### config.mk
export PLATFORM = sky130hd
export DESIGN_NAME = button_repeat_counter_flat
export DESIGN_NICKNAME = d
export VERILOG_FILES = /design/src/rtl/button_repeat_counter_pkg.sv /design/src/rtl/button_repeat_counter_if.sv /design/src/rtl/button_debounce.sv /design/src/rtl/button_repeat_counter.sv /design/src/flat_wrapper.sv
export SDC_FILE = /design/constraint.sdc
export NUM_CORES = 1
export LEC_CHECK = 0
export CAP_MARGIN = 15
export CORE_MARGIN = 4
export CORE_UTILIZATION = 30
export CTS_BUF_LIST = sky130_fd_sc_hd__clkbuf_4 sky130_fd_sc_hd__clkbuf_8
export CTS_CLUSTER_DIAMETER = 150
export DETAILED_ROUTE_END_ITERATION = 16
export PLACE_DENSITY = 0.54
export SYNTH_ARGS = -nofsm -noshare
export SYNTH_HDL_FRONTEND = slang
export SYNTH_SLANG_ARGS = --single-unit
### constraint.sdc
create_clock -name clk30 -period 1.9 [get_ports clk30]
set_input_delay 0.19 -clock clk30 [delete_from_list [all_inputs] [get_ports clk30]]
set_output_delay 0.19 -clock clk30 [all_outputs]
set_load 0.1 [all_outputs]
### src/rtl/button_repeat_counter_pkg.sv
// Shared definitions for the button auto-repeat counter: FSM encoding,
// default timing constants and a counter-width helper.
package button_repeat_counter_pkg;

    typedef enum logic [1:0] {
        IDLE   = 2'd0,
        DELAY  = 2'd1,
        REPEAT = 2'd2
    } rep_state_e;

    localparam int unsigned DEF_CLK_FREQ        = 30000000;
    localparam int unsigned DEF_DEBOUNCE_MS     = 10;
    localparam int unsigned DEF_REPEAT_DELAY_MS = 500;
    localparam int unsigned DEF_REPEAT_RATE_MS  = 100;
    localparam int unsigned COUNT_W             = 7;

    // Bits needed for a counter running 0..n-1 (never less than one bit).
    function automatic int unsigned cnt_width(input int unsigned n);
        return (n > 1) ? $clog2(n) : 1;
    endfunction

endpackage

### src/rtl/button_repeat_counter_if.sv
// Button/display signal bundle between the repeat counter and its user.
interface button_repeat_counter_if;
    import button_repeat_counter_pkg::*;

    logic               btn_n;
    logic [COUNT_W-1:0] count;
    logic               pressed;
    logic               step;

    modport master (output btn_n, input count, input pressed, input step);
    modport slave  (input btn_n, output count, output pressed, output step);

endinterface

### src/rtl/button_debounce.sv
// Two-flop synchronizer plus tick-based debouncer for one active-low button.
module button_debounce
    import button_repeat_counter_pkg::*;
#(
    parameter int unsigned DEBOUNCE_MS = DEF_DEBOUNCE_MS
) (
    input  logic clk30,
    input  logic rst_n,
    input  logic btn_n,
    input  logic tick_ms,
    output logic pressed
);

    localparam int unsigned             STAB_W    = cnt_width(DEBOUNCE_MS);
    localparam logic [STAB_W-1:0]       STAB_LAST = STAB_W'(DEBOUNCE_MS - 1);

    logic              sync1_q;
    logic              sync2_q;
    logic              btn_s;
    logic [STAB_W-1:0] stab_cnt_q;
    logic [STAB_W-1:0] stab_cnt_d;
    logic              pressed_q;
    logic              pressed_d;

    // Synchronizer flops idle at the released level.
    always_ff @(posedge clk30 or negedge rst_n) begin
        if (!rst_n) begin
            sync1_q <= 1'b1;
            sync2_q <= 1'b1;
        end else begin
            sync1_q <= btn_n;
            sync2_q <= sync1_q;
        end
    end

    assign btn_s = ~sync2_q;

    // Any agreement between input and accepted level restarts the stability count.
    always_comb begin
        stab_cnt_d = stab_cnt_q;
        pressed_d  = pressed_q;
        if (btn_s == pressed_q) begin
            stab_cnt_d = '0;
        end else if (tick_ms) begin
            if (stab_cnt_q == STAB_LAST) begin
                stab_cnt_d = '0;
                pressed_d  = ~pressed_q;
            end else begin
                stab_cnt_d = stab_cnt_q + 1'b1;
            end
        end else begin
            stab_cnt_d = stab_cnt_q;
        end
    end

    // Debouncer state register.
    always_ff @(posedge clk30 or negedge rst_n) begin
        if (!rst_n) begin
            stab_cnt_q <= '0;
            pressed_q  <= 1'b0;
        end else begin
            stab_cnt_q <= stab_cnt_d;
            pressed_q  <= pressed_d;
        end
    end

    assign pressed = pressed_q;

endmodule

### src/rtl/button_repeat_counter.sv
// Debounced pushbutton driving a 7-bit step counter with delayed auto-repeat.
module button_repeat_counter
    import button_repeat_counter_pkg::*;
#(
    parameter int unsigned CLK_FREQ        = DEF_CLK_FREQ,
    parameter int unsigned DEBOUNCE_MS     = DEF_DEBOUNCE_MS,
    parameter int unsigned REPEAT_DELAY_MS = DEF_REPEAT_DELAY_MS,
    parameter int unsigned REPEAT_RATE_MS  = DEF_REPEAT_RATE_MS
) (
    input  logic                    clk30,
    input  logic                    rst_n,
    button_repeat_counter_if.slave  bus
);

    localparam int unsigned         PRESC_N    = CLK_FREQ / 1000;
    localparam int unsigned         PRESC_W    = cnt_width(PRESC_N);
    localparam logic [PRESC_W-1:0]  PRESC_LAST = PRESC_W'(PRESC_N - 1);
    localparam int unsigned         REP_MAX    = (REPEAT_DELAY_MS > REPEAT_RATE_MS) ?
                                                 REPEAT_DELAY_MS : REPEAT_RATE_MS;
    localparam int unsigned         REP_W      = cnt_width(REP_MAX);
    localparam logic [REP_W-1:0]    DELAY_LAST = REP_W'(REPEAT_DELAY_MS - 1);
    localparam logic [REP_W-1:0]    RATE_LAST  = REP_W'(REPEAT_RATE_MS - 1);

    logic [PRESC_W-1:0] presc_q;
    logic [PRESC_W-1:0] presc_d;
    logic               tick_ms;
    logic               tick_q;
    logic               pressed_s;
    rep_state_e         state_q;
    rep_state_e         state_d;
    logic [REP_W-1:0]   rep_cnt_q;
    logic [REP_W-1:0]   rep_cnt_d;
    logic               step_q;
    logic               step_d;
    logic [COUNT_W-1:0] count_q;
    logic [COUNT_W-1:0] count_d;

    assign tick_ms = (presc_q == PRESC_LAST);

    // Millisecond prescaler next value.
    always_comb begin
        presc_d = presc_q;
        if (tick_ms) begin
            presc_d = '0;
        end else begin
            presc_d = presc_q + 1'b1;
        end
    end

    button_debounce #(
        .DEBOUNCE_MS (DEBOUNCE_MS)
    ) u_debounce (
        .clk30   (clk30),
        .rst_n   (rst_n),
        .btn_n   (bus.btn_n),
        .tick_ms (tick_ms),
        .pressed (pressed_s)
    );

    // The repeat timer uses a one-cycle-late tick so that a release accepted on
    // the same tick is already visible when the timer expires: release wins.
    always_comb begin
        state_d   = state_q;
        rep_cnt_d = rep_cnt_q;
        step_d    = 1'b0;
        case (state_q)
            IDLE: begin
                if (pressed_s) begin
                    state_d   = DELAY;
                    rep_cnt_d = '0;
                    step_d    = 1'b1;
                end else begin
                    state_d = IDLE;
                end
            end
            DELAY: begin
                if (!pressed_s) begin
                    state_d   = IDLE;
                    rep_cnt_d = '0;
                end else if (tick_q) begin
                    if (rep_cnt_q == DELAY_LAST) begin
                        state_d   = REPEAT;
                        rep_cnt_d = '0;
                        step_d    = 1'b1;
                    end else begin
                        rep_cnt_d = rep_cnt_q + 1'b1;
                    end
                end else begin
                    state_d = DELAY;
                end
            end
            REPEAT: begin
                if (!pressed_s) begin
                    state_d   = IDLE;
                    rep_cnt_d = '0;
                end else if (tick_q) begin
                    if (rep_cnt_q == RATE_LAST) begin
                        rep_cnt_d = '0;
                        step_d    = 1'b1;
                    end else begin
                        rep_cnt_d = rep_cnt_q + 1'b1;
                    end
                end else begin
                    state_d = REPEAT;
                end
            end
            default: begin
                state_d   = IDLE;
                rep_cnt_d = '0;
            end
        endcase
    end

    // Display counter wraps freely modulo 128.
    always_comb begin
        count_d = count_q;
        if (step_q) begin
            count_d = count_q + COUNT_W'(1);
        end else begin
            count_d = count_q;
        end
    end

    // State, timer and output registers.
    always_ff @(posedge clk30 or negedge rst_n) begin
        if (!rst_n) begin
            presc_q   <= '0;
            tick_q    <= 1'b0;
            state_q   <= IDLE;
            rep_cnt_q <= '0;
            step_q    <= 1'b0;
            count_q   <= '0;
        end else begin
            presc_q   <= presc_d;
            tick_q    <= tick_ms;
            state_q   <= state_d;
            rep_cnt_q <= rep_cnt_d;
            step_q    <= step_d;
            count_q   <= count_d;
        end
    end

    assign bus.count   = count_q;
    assign bus.pressed = pressed_s;
    assign bus.step    = step_q;

endmodule

### src/flat_wrapper.sv
// flat-port wrapper written by rule: the top's interface ports become plain ports
module button_repeat_counter_flat import button_repeat_counter_pkg::*;
#(
    parameter int unsigned CLK_FREQ        = DEF_CLK_FREQ,
    parameter int unsigned DEBOUNCE_MS     = DEF_DEBOUNCE_MS,
    parameter int unsigned REPEAT_DELAY_MS = DEF_REPEAT_DELAY_MS,
    parameter int unsigned REPEAT_RATE_MS  = DEF_REPEAT_RATE_MS
)
  (clk30, rst_n, bus_btn_n, bus_count, bus_pressed, bus_step);
  button_repeat_counter_if bus_i ();
  input  logic clk30;
  input  logic rst_n;
  input wire logic [$bits(bus_i.btn_n)-1:0] bus_btn_n;
  output wire logic [$bits(bus_i.count)-1:0] bus_count;
  output wire logic [$bits(bus_i.pressed)-1:0] bus_pressed;
  output wire logic [$bits(bus_i.step)-1:0] bus_step;
  assign bus_i.btn_n = bus_btn_n;
  assign bus_count = bus_i.count;
  assign bus_pressed = bus_i.pressed;
  assign bus_step = bus_i.step;
  button_repeat_counter #(.CLK_FREQ(CLK_FREQ), .DEBOUNCE_MS(DEBOUNCE_MS), .REPEAT_DELAY_MS(REPEAT_DELAY_MS), .REPEAT_RATE_MS(REPEAT_RATE_MS)) u_core (.clk30(clk30), .rst_n(rst_n), .bus(bus_i));
endmodule
* Yosys cells after proc, flatten, opt, wreduce, memory -nomap -nowiden
Index checks and enable logic that the tools add are counted.
** Storage, ports and cells
- ROM bits :: 0
- RAM bits :: 0
- Output and inout bits :: 9
- Register bits :: 42
- Memories :: 0
- Bits in latches :: 0
- Input bits :: 3
- Logic and storage cells :: 61
** Cells by class
- Reductions and logical operators :: 5
- Shifts and indexed selects :: 0
- Multipliers :: 0
- Add/sub/neg operators :: 4
- Bitwise logic cells :: 3
- $lt $le $gt $ge :: 0
- Div/mod/pow operators :: 0
- Mux-type cells :: 27
- Eq/ne operators :: 12
** Operators by type and width (count)
- two-way mux 9 bit :: 7
- one-hot mux 9 bit (3 select lines) :: 1
- adder 15 x 1 -> 15 bit (second input constant) :: 1
- == test 15 bit (second input constant) :: 1
- two-way mux 15 bit :: 1
- two-way mux 4 bit :: 3
- two-way mux 2 bit :: 5
- adder 9 x 1 -> 9 bit (second input constant) :: 1
- == test 9 x 7 -> 1 bit (second input constant) :: 1
- == test 9 bit (second input constant) :: 1
- two-way mux 1 bit :: 8
- adder 7 x 1 -> 7 bit (second input constant) :: 1
- != test 3 x 2 -> 1 bit (second input constant) :: 2
- one-hot mux 2 bit (3 select lines) :: 1
- AND reduction 3 bit :: 2
- adder 4 x 1 -> 4 bit (second input constant) :: 1
- == test 4 bit (second input constant) :: 1
- != test 4 bit (second input constant) :: 1
- != test 3 bit (second input constant) :: 1
- NOT 1 bit :: 3
- one-hot mux 1 bit (3 select lines) :: 1
- == test 2 x 1 -> 1 bit (second input constant) :: 1
- == test 2 bit (second input constant) :: 1
- zero test 2 bit :: 1
- other kinds (4) :: 4

* Depth between registers and ports, before layout
Gate-level depths: netlist of run 1.
- Word-level depth :: 5
- Mapped depth :: 6
- Gate-level depth less buffers :: 6

* Hierarchy
From an unflattened synthesis of run 1, not the netlist that was laid out.
** Second synthesis, totals
- Cell total of the unflattened synthesis :: 193
- Area, all modules :: 2044.5 um2
** Modules (own cells, without submodules)
- button_repeat_counter :: cells an instance 167, area each 1742.9 um2, times used 1
- button_debounce :: cells an instance 26, area each 301.5 um2, times used 1

* Worst setup path after synthesis of run 1
No wires, ideal clock.
- Path kind :: flip-flop to flip-flop
- From :: register u_core.u_debounce.pressed_q, in the netlist u_core.u_debounce.pressed
- To :: register u_core.rep_cnt_q[8]
- Clock period less this slack :: 2095 ps
- Data arrival time :: 1991 ps
- Stages on the path, launching flop included :: 6
- Setup slack :: -195 ps
- Required time :: 1796 ps
- Cells stage by stage :: dfrtp_1 > buf_2 > nand3_1 > a21oi_1 > o21ai_1 > o311ai_1
** Between the ends
- Word-level cells in the longest chain between the ends :: 2
- Elaborated cells between the ends (all ways) :: 7
- Classes of those cells :: 3 x eq/ne; 3 x mux; 1 x reduce/logical
** RTL lines
- from (decl) :: RTL line button_debounce.sv:22 : logic pressed_q;
- from (signal assigned) :: RTL line button_debounce.sv:63 : pressed_q <= pressed_d;
- != test 3 x 2 -> 1 bit (no line) (tied with other cells)
- AND reduction 3 bit (no line) or one-hot mux 9 bit (3 select lines) (tied branches)
- to (signal assigned) :: RTL line button_repeat_counter.sv:137 : rep_cnt_q <= rep_cnt_d;
- to (decl) :: RTL line button_repeat_counter.sv:31 : logic [REP_W-1:0] rep_cnt_q;
Several ways; a longest one is shown, not always the timed one.
A chain may end at the register's enable or synchronous reset.

* Worst setup path after layout of run 1
- From :: register u_core.rep_cnt_q[0]
- To :: register u_core.state_q[1]
** Between the ends
- Word-level cells in the longest chain between the ends :: 3
** RTL lines
- == test 9 bit :: RTL line button_repeat_counter.sv:81 : if (rep_cnt_q == DELAY_LAST) begin
- != test 4 bit (no line)
- AND reduction 2 bit (no line)
- to (signal assigned) :: RTL line button_repeat_counter.sv:136 : state_q <= state_d;
- to (decl) :: RTL line button_repeat_counter.sv:29 : rep_state_e state_q;
No other way between the ends.

==> metrics list, run 1 <==
- Status: finished, final reports clean
* Maximum achievable frequency: 0.554 GHz
- Combinational logic burns 1.7% of the power.
- Area fraction of the dominant cell type after synthesis: 45.3%
- During placement, the flow inserted port buffers numbering 11.
- The number of clock buffers added by TritonCTS is 5.
- Power dissipated by switching net loads: 326 uW
* Die outline width: 93.8 um
- Pre-antenna DRT Iters: 4
- The final layout contains routed wiring with a total length of 4190 um.
* Total Neg Setup Slack: 0 ns
- Largest delay share family, worst path: simple AND/OR/NAND/NOR gates
- Worst slew margin: 69.1%
- Number of instances in the synthesized netlist: 218
- Cells with a size suffix above 1 make up 17.5% of the layout.
* Detailed router's first-iteration violation count: 71
- The critical path contains buffers and inverters numbering 0 combined.
- Across the VDD grid, the largest voltage drop is 0.274 mV.
- The initialized floorplan defines 31 standard-cell rows.
* Count of max-cap constraint violations: 0
- Setup violations remaining at the end of the flow were counted as 0.
* Post-CTS Setup Bufs: 0
- Along the worst hold path, the cell count comes to 1.
* Die extent in y: 93.8 um
* Cell type contributing the most total cell area after synthesis: sky130_fd_sc_hd__dfrtp_1
* Final critical delay including setup and external delays: 1.81 ns
* Initial standard-cell utilization of the core: 30.6%
- The synthesized netlist devotes 5.10% of its cell area to adder and majority cells.
* Detail Placement HPWL: 3090 um
- Detail Route Antenna Nets: 0
- Counting every net in the synthesized netlist gives 230.
- Antenna violations before repair: 0
- Area after detailed placement: 2490 um2
- In this run the power density over the cells is 623 nW/um2.
* Data arrival at the endpoint of the critical path: 1.98 ns
* Finished Cell Area: 2620 um2
* Largest net degree at the start of global routing: 20
- For the final database, setup skew stands at 0.00504 ns.
* Global-route wire length before repair: 7650 um
- Number of DRC violations after detailed routing: 0
- The mapped netlist covers 2210 um2.
- STA classifies the critical path endpoint as a register.
* Number of enable flip-flop cells after synthesis: 0
- The final-report hold violation count was 0.
- Clock transition time at the flip-flop clock pins of the worst setup and hold paths: 0.08 ns
* Worst hold path class: input pin to register
* P_int: 1.31 mW
* Weighted congestion reported at the end of routability-driven placement: 0.795
- Required time worst endpoint: 2.07 ns
- Filler cell count in the final layout: 739
- Along the worst path, the maximum fanout reaches 5.
- Slew at the pin closest to its max-slew limit: 0.462 ns
- Net count of the finished layout: 257
* Overall power: 1.64 mW
- Die area: 8800 um2
* Share of synthesized cell area in and, or, nand and nor gates: 23.6%
- Deepest clock path buffer count: 2
- The worst path uses 95.0% of the clock period.
- Summing the areas of all compound-gate instances in the mapped netlist gives 11.8% of the synthesized area.
- Synthesis warning total: 0
- Sequential element share of the synthesized area: 47.7%
* Sinks on Clock Net: 42
* Post-synthesis average cell area: 10.1 um2
- The number of antenna diodes in the final layout is 0.
* Total GRT Usage: 10.8%
- Main synth FF type: sky130_fd_sc_hd__dfrtp_1
* Synth unique cells: 49
* Xor/xnor cell area share of the yosys netlist: 7.54%
- Cell types with the largest area share after synthesis: sky130_fd_sc_hd__dfrtp_1 45%, sky130_fd_sc_hd__ha_1 5.1%, sky130_fd_sc_hd__xor2_1 4.0%
* Number of levels in the clock H-tree: 2
- Unrepaired setup endpoints after global routing: false
- The signal on the critical path passes through ha_1, and4b_2, a21oi_1, or4_1, o311ai_0.
- The worst setup path is launched from a register.
- The total overflow left after global routing is 0.
* #FFs+latches synth: 42
- Clock latency on the worst-skew pair, taken at its later pin, is 0.29 ns.
* Number of gates on the worst path with buffers counted: 5
* Clock Tree Root: sky130_fd_sc_hd__clkbuf_8
- The final-report max-slew violation count is 0.
- By area, the combinational part of the netlist is dominated by simple AND/OR/NAND/NOR gates.
- IO Pins: 12
* Via count of the first global-routing pass: 1,647
- For this block, the via count after detailed routing is 1,643.
* Via density per instance: 4.76
- The worst register-to-register path has a depth of 5.
- Relative contribution of the clock network to total power: 43.5%
* Async S/R FF share, synth: 100%
- Core region area: 7210 um2
* Layout-stage area growth over the synthesis result: 18.8%
- Lkg Pwr: 1.15 nW
- The portion of synthesized area spent on multiplexers is 1.87%.
- Utilization of the core after routing: 36.4%
* TritonCTS clock tree: built
- Avg WL per Cell: 12.1 um
- The critical path is of the register to register type.
* Net switching share of the total power: 19.9%
* Slowest Stage Delay on Critical Path: 0.51 ns
* Critical-path top delay cell: sky130_fd_sc_hd__or4_1
- Seq pwr share: 54.9%
-- cells by family (layout without fill, tap and decap cells) --
family | count (synthesis) | after routing
DFF | 42 | 42
xor gates and xnor gates | 19 | 19
adders and majority gates | 9 | 9
AOI/OAI and AO/OA | 39 | 39
muxes | 4 | 4
and+or+nand+nor | 93 | 93
buffers and inverters | 12 | 40
-- registers in the layout, summed over array words and instances, names as in the netlist --
name,flops
u_core.u_debounce.sync1_q,1
u_core.u_debounce.sync2_q,1
u_core.rep_cnt_q,9
u_core.bus.step,1
u_core.u_debounce.pressed,1
u_core.tick_q,1
u_core.u_debounce.stab_cnt_q,4
u_core.bus.count,7
u_core.state_q,2
u_core.presc_q,15
-- routing by layer --
metal	wire, um	vias to the layer above	track usage, %	share of wire [%]
li1	-	836	-	-
met3	111	6	2.32	2.7
met1	2090	780	14.7	50
met5	0	-	0	0
met4	67	0	4.21	1.6
met2	1920	21	16.5	46
-- area by class of cell --
class	count	area, um2	share of cell area, %
multi-input cells	164	1110	42.3
well taps	99	124	4.72
flip-flops and latches	42	1050	40.2
repair buffers	23	188	7.15
clock buffers	6	76.3	2.91
clock inverters	2	37.5	1.43
inverters	9	33.8	1.29
-- Yosys cell counts, types with 6 or more instances --
library cell,count
sky130_fd_sc_hd__nand4_1,7
sky130_fd_sc_hd__ha_1,9
sky130_fd_sc_hd__nand3_1,7
sky130_fd_sc_hd__inv_1,9
sky130_fd_sc_hd__nand2_1,21
sky130_fd_sc_hd__o21ai_0,8
sky130_fd_sc_hd__xnor2_1,9
sky130_fd_sc_hd__xor2_1,10
sky130_fd_sc_hd__nor2_1,23
sky130_fd_sc_hd__o211ai_1,6
sky130_fd_sc_hd__a21oi_1,10
sky130_fd_sc_hd__dfrtp_1,40
-- power groups by stage --
stage               clock, mW  sequential, mW  combinational (mW)
global route            0.775           0.898              0.0323
CTS                     0.737           0.898              0.0294
finish                  0.711           0.898              0.0271
global placement            0           0.915              0.0280
floorplan                   0           0.916             0.00170
detailed placement          0           0.916              0.0278
-- placed cells by master (no fill, tap or decap), drive strengths merged, types with 7 or more instances in the layout --
| cell type | count |
|---|---|
| xnor2 | 9 |
| dfrtp | 40 |
| inv | 9 |
| o21ai | 9 |
| nand2 | 21 |
| a21oi | 11 |
| nand3 | 8 |
| nand4 | 7 |
| buf | 21 |
| nor2 | 23 |
| ha | 9 |
| xor2 | 10 |
-- worst reg2reg max path, cell delays in order, from the launching register on --
cell,delay (ns)
sky130_fd_sc_hd__dfrtp_1,0.40
sky130_fd_sc_hd__ha_1,0.23
sky130_fd_sc_hd__and4b_2,0.31
sky130_fd_sc_hd__a21oi_1,0.15
sky130_fd_sc_hd__or4_1,0.51
sky130_fd_sc_hd__o311ai_0,0.10
-- per-stage QoR --
step	hold WS, ns	setup WS, ns	std cells
final	0.309	0.0943	345
after global routing	0.305	0.0193	345
after CTS	0.304	0.113	345
after detailed placement	0.146	0.123	336
after global placement	0.145	0.204	336
after floorplan	-0.106	0.0997	218
-- timing repair --
action,in CTS,in global routing
gates resized for setup,0,2
endpoints found under the hold margin,14,0
endpoints found under the setup margin,0,3
hold buffers,1,0
-- path summary, 6_finish.rpt --
check | endpoint | slack, ns | startpoint
hold reg to reg | u_core.u_debounce.sync2_q | 0.35 | u_core.u_debounce.sync1_q
hold / removal | u_core.u_debounce.sync1_q | 0.31 | bus_btn_n
setup reg to reg | u_core.state_q[1] | 0.09 | u_core.rep_cnt_q[0]
setup / recovery | u_core.state_q[1] | 0.09 | u_core.rep_cnt_q[0]
max in group asynchronous | u_core.u_debounce.sync2_q | 0.98 | rst_n
min in group asynchronous | u_core.presc_q[8] | 0.34 | rst_n
No activity file was read; power rests on OpenSTA's default activity.
==> run 2: changes to the inputs <==
--- a/config.mk
+++ b/config.mk
@@ -5,6 +5,7 @@
 export SDC_FILE = /design/constraint.sdc
 export NUM_CORES = 1
 export LEC_CHECK = 0
+export ABC_AREA = 1
 export CAP_MARGIN = 15
 export CORE_MARGIN = 4
 export CORE_UTILIZATION = 30
==> run 2 against run 1 <==
  * Critical path depth increased by 3
  * First-iteration DRC count down 17%
  * Clock power is 16% lower
  * Non-clock buffer count fell by 10
  * Via count is 11% higher
  * Largest cell class unchanged
  * Largest power group unchanged
  * Synthesized cell count rose by 33%
  * Hold slack lost 0.013 ns
  * Critical path type unchanged
  * Utilization shrank 1.3 points
  * Die area is 7.7% higher
  * Fmax is 15% higher
  * Global-route usage down 0.32 points
==> metrics list, run 2 <==
- After legalization and detailed placement, the total HPWL measured 3430 um.
- After global routing the overflow that remains totals 0.
- After detailed routing, the total wire length is 4550 um.
* Cell type contributing the most total cell area after synthesis: sky130_fd_sc_hd__dfrtp_1
- Portion of total power attributed to combinational logic: 2.0%
- Via count of the first global-routing pass: 1,829
- Total Neg Setup Slack: 0 ns
- For this design the top-level I/O count stands at 12.
- VDD sags by at most 0.204 mV.
- The floorplan has 32 rows.
* Antenna violations before repair: 0
- For this design the static power due to leakage is 1.37 nW.
- Share of final-layout standard cells stronger than drive strength 1: 16.0%
- Avg WL per Cell: 11.1 um
* Pre-antenna DRT Iters: 4
* #FFs+latches synth: 42
- Counting flops with an async set or reset pin after synthesis yields a share of 100%.
* Utilization of the core after routing: 35.1%
* Clock transition time at the flip-flop clock pins of the worst setup and hold paths: 0.08 ns
* Maximum achievable frequency: 0.639 GHz
- Clock Tree Root: sky130_fd_sc_hd__clkbuf_8
- Summed over all nets, the switching power comes to 359 uW.
* Detailed router's first-iteration violation count: 59
- Summing every instance area after synthesis gives 2390 um2.
* Filler cell count in the final layout: 787
- Overall power consumption after layout is estimated at 1.53 mW.
* Number of instances in the synthesized netlist: 289
* Deepest clock path buffer count: 2
- CTS resizes: 0
* Total GRT Usage: 10.4%
- Setup slack on the critical path of the routed design comes to 0.334 ns.
- Flip-flop count of the largest register after layout: 15
- Tcrit/Tclk final: 82.4%
- In this run, synthesis inferred 0 flip-flops with an integrated enable.
- The synthesized netlist contains 30 unique library cells.
* Ant diodes: 0
- From left edge to right edge, the die measures 97.3 um.
- The smallest clock period supported by the final layout is computed as 1.57 ns.
* Leading cell types in the layout, fill and taps excluded: 61 x sky130_fd_sc_hd__nand2_1, 40 x sky130_fd_sc_hd__dfrtp_1, 37 x sky130_fd_sc_hd__inv_1
- The share of synthesized area in the top cell type comes to 41.8%.
- Sinks on Clock Net: 42
* Worst Setup Path Type: register to register
- TritonCTS built the clock tree.
- The Yosys step of the flow raised 0 warnings.
- The die covers 9470 um2.
- Detailed-route via count: 1,829
- Buffers inserted during clock tree synthesis total 5.
* Number of non-filler instances in the completed layout: 409
* Placed cell count: 400
- Global-route wire length before repair: 8260 um
- In this run the tool buffered the top-level ports with 11 buffer cells.
- In this run switching power makes up 23.5% of total power.
- Summing all placed instances gives a cell area of 2610 um2.
- The final-report max-slew violation count is 0.
- Number of hold-slack violations in the final timing report: 0
- At the later pin of the worst-skew pair, clock insertion delay measures 0.30 ns.
- Unrepaired setup endpoints after global routing: false
- Status: finished, final reports clean
- Layout-stage area growth over the synthesis result: 13.2%
* Initial standard-cell utilization of the core: 31.0%
* Finished Cell Area: 2710 um2
- STA classifies the critical path endpoint as a register.
- Via density per instance: 4.47
* Net count of the finished layout: 318
- Most common library cells after synthesis: 61 x sky130_fd_sc_hd__nand2_1, 40 x sky130_fd_sc_hd__dfrtp_1, 37 x sky130_fd_sc_hd__inv_1
- Core region area: 7730 um2
- Required time worst endpoint: 2.09 ns
- Sequential element share of the synthesized area: 44.0%
* Worst hold-check slack: 0.296 ns
- The most common cell in the synthesized netlist is sky130_fd_sc_hd__nand2_1.
- Clk_skew: 0.00627 ns
- Number of levels in the clock H-tree: 2
* Largest Register: u_core.presc_q
- For this design the ratio of total power to cell area is 564 nW/um2.
- Max FO, Critical Path: 8
- Count of max-cap constraint violations: 0
- The worst hold path belongs to the class input pin to register.
- Setup violations remaining at the end of the flow were counted as 0.
- In the routed design, unresolved DRC markers number 0.
* Relative contribution of the clock network to total power: 39.3%
- In this run the tightest slew margin relative to its limit is 69.1%.
- At the end of routability-driven placement, the weighted congestion stood at 0.811.
- Die extent in y: 97.3 um
- Seq pwr share: 58.8%
* Leading cell type in the layout, fill and taps excluded: sky130_fd_sc_hd__nand2_1
- When the netlist entered floorplanning its net count stood at 301.
* Startpoint class of the critical path: register
- A synthesized cell averages 8.28 um2.
* P_int: 1.17 mW
* Worst setup slack after placement: 0.334 ns
- For the pin with the worst max-slew slack, the measured transition is 0.463 ns.
* Largest net degree at the start of global routing: 25
- Cell types with the largest area share after synthesis: sky130_fd_sc_hd__dfrtp_1 42%, sky130_fd_sc_hd__nand2_1 9.6%, sky130_fd_sc_hd__nand3_1 6.9%
- The most used flip-flop cell after synthesis is sky130_fd_sc_hd__dfrtp_1.
- Data arrival at the endpoint of the critical path: 1.76 ns
* Detail Route Antenna Nets: 0
[run 2: changes by cell type after synthesis, moves of 5 or more]
cell	previous run	this run
sky130_fd_sc_hd__inv_1	9	37
sky130_fd_sc_hd__inv_2	0	5
sky130_fd_sc_hd__nand2_1	21	61
sky130_fd_sc_hd__o211ai_1	6	0
sky130_fd_sc_hd__nand2_2	0	5
sky130_fd_sc_hd__nand3_1	7	33
sky130_fd_sc_hd__nor2_1	23	29
sky130_fd_sc_hd__xnor2_1	9	4
[run 2: layout make-up]
type,count,area (um2),area share [%]
Timing Repair Buffer,13,125,4.62
Tap cell,102,128,4.71
Multi-Input combinational cell,201,1150,42.4
Sequential cell,42,1050,38.9
Inverter,43,163,6.00
Clock inverter,3,23.8,0.878
Clock buffer,5,68.8,2.54
[run 2: cells by family after synthesis]
group	share of synthesized area [%]
adder cells (fa/ha/maj)	4.70
buffers and inverters	8.05
XOR/XNOR	6.59
AO/OA/AOI/OAI	3.66
flip-flops	44.0
AND/OR/NAND/NOR	33.0
[run 2: timing repair]
item                                    4_1_cts  5_1_grt
buffers inserted                              0        0
hold buffers                                  1        0
endpoints found under the setup margin        0        0
hold endpoints to repair                     16        0
[run 2: final timing paths]
check	from	end	slack (ns)	cells past startpoint
min in group asynchronous	rst_n	u_core.rep_cnt_q[1]	0.38	2
max reg2reg	u_core.state_q[0]	u_core.rep_cnt_q[4]	0.33	8
min	bus_btn_n	u_core.u_debounce.sync1_q	0.30	1
min reg2reg	u_core.u_debounce.sync1_q	u_core.u_debounce.sync2_q	0.36	0
max	u_core.state_q[0]	u_core.rep_cnt_q[4]	0.33	8
max in group asynchronous	rst_n	u_core.presc_q[7]	1.04	3
[run 2: critical path: stages (launching register included)]
cell                       delay, ns
sky130_fd_sc_hd__dfrtp_1        0.41
sky130_fd_sc_hd__inv_1          0.09
sky130_fd_sc_hd__ha_1           0.25
sky130_fd_sc_hd__nand2_4        0.08
sky130_fd_sc_hd__nor2_2         0.18
sky130_fd_sc_hd__nand3b_4       0.23
sky130_fd_sc_hd__o21ai_0        0.09
sky130_fd_sc_hd__nand2_1        0.08
sky130_fd_sc_hd__nor2_1         0.05
[run 2: power groups by stage]
| stage | registers, mW | logic, mW | clock network, mW |
|---|---|---|---|
| after detailed placement | 0.915 | 0.0306 | 0 |
| final | 0.898 | 0.0301 | 0.600 |
| after global placement | 0.915 | 0.0304 | 0 |
| after floorplan | 0.916 | 0.00277 | 0 |
| after global routing | 0.898 | 0.0358 | 0.667 |
| after CTS | 0.898 | 0.0325 | 0.629 |
[run 2: per-layer routing]
metal	share of wire (%)	vias to the layer above	global-route usage, %	routed length, um
li1	-	944	-	-
met1	52	864	14.1	2350
met2	44	14	16.3	2020
met3	2.5	7	2.15	112
met4	1.6	0	4.37	72
met5	0	-	0	0
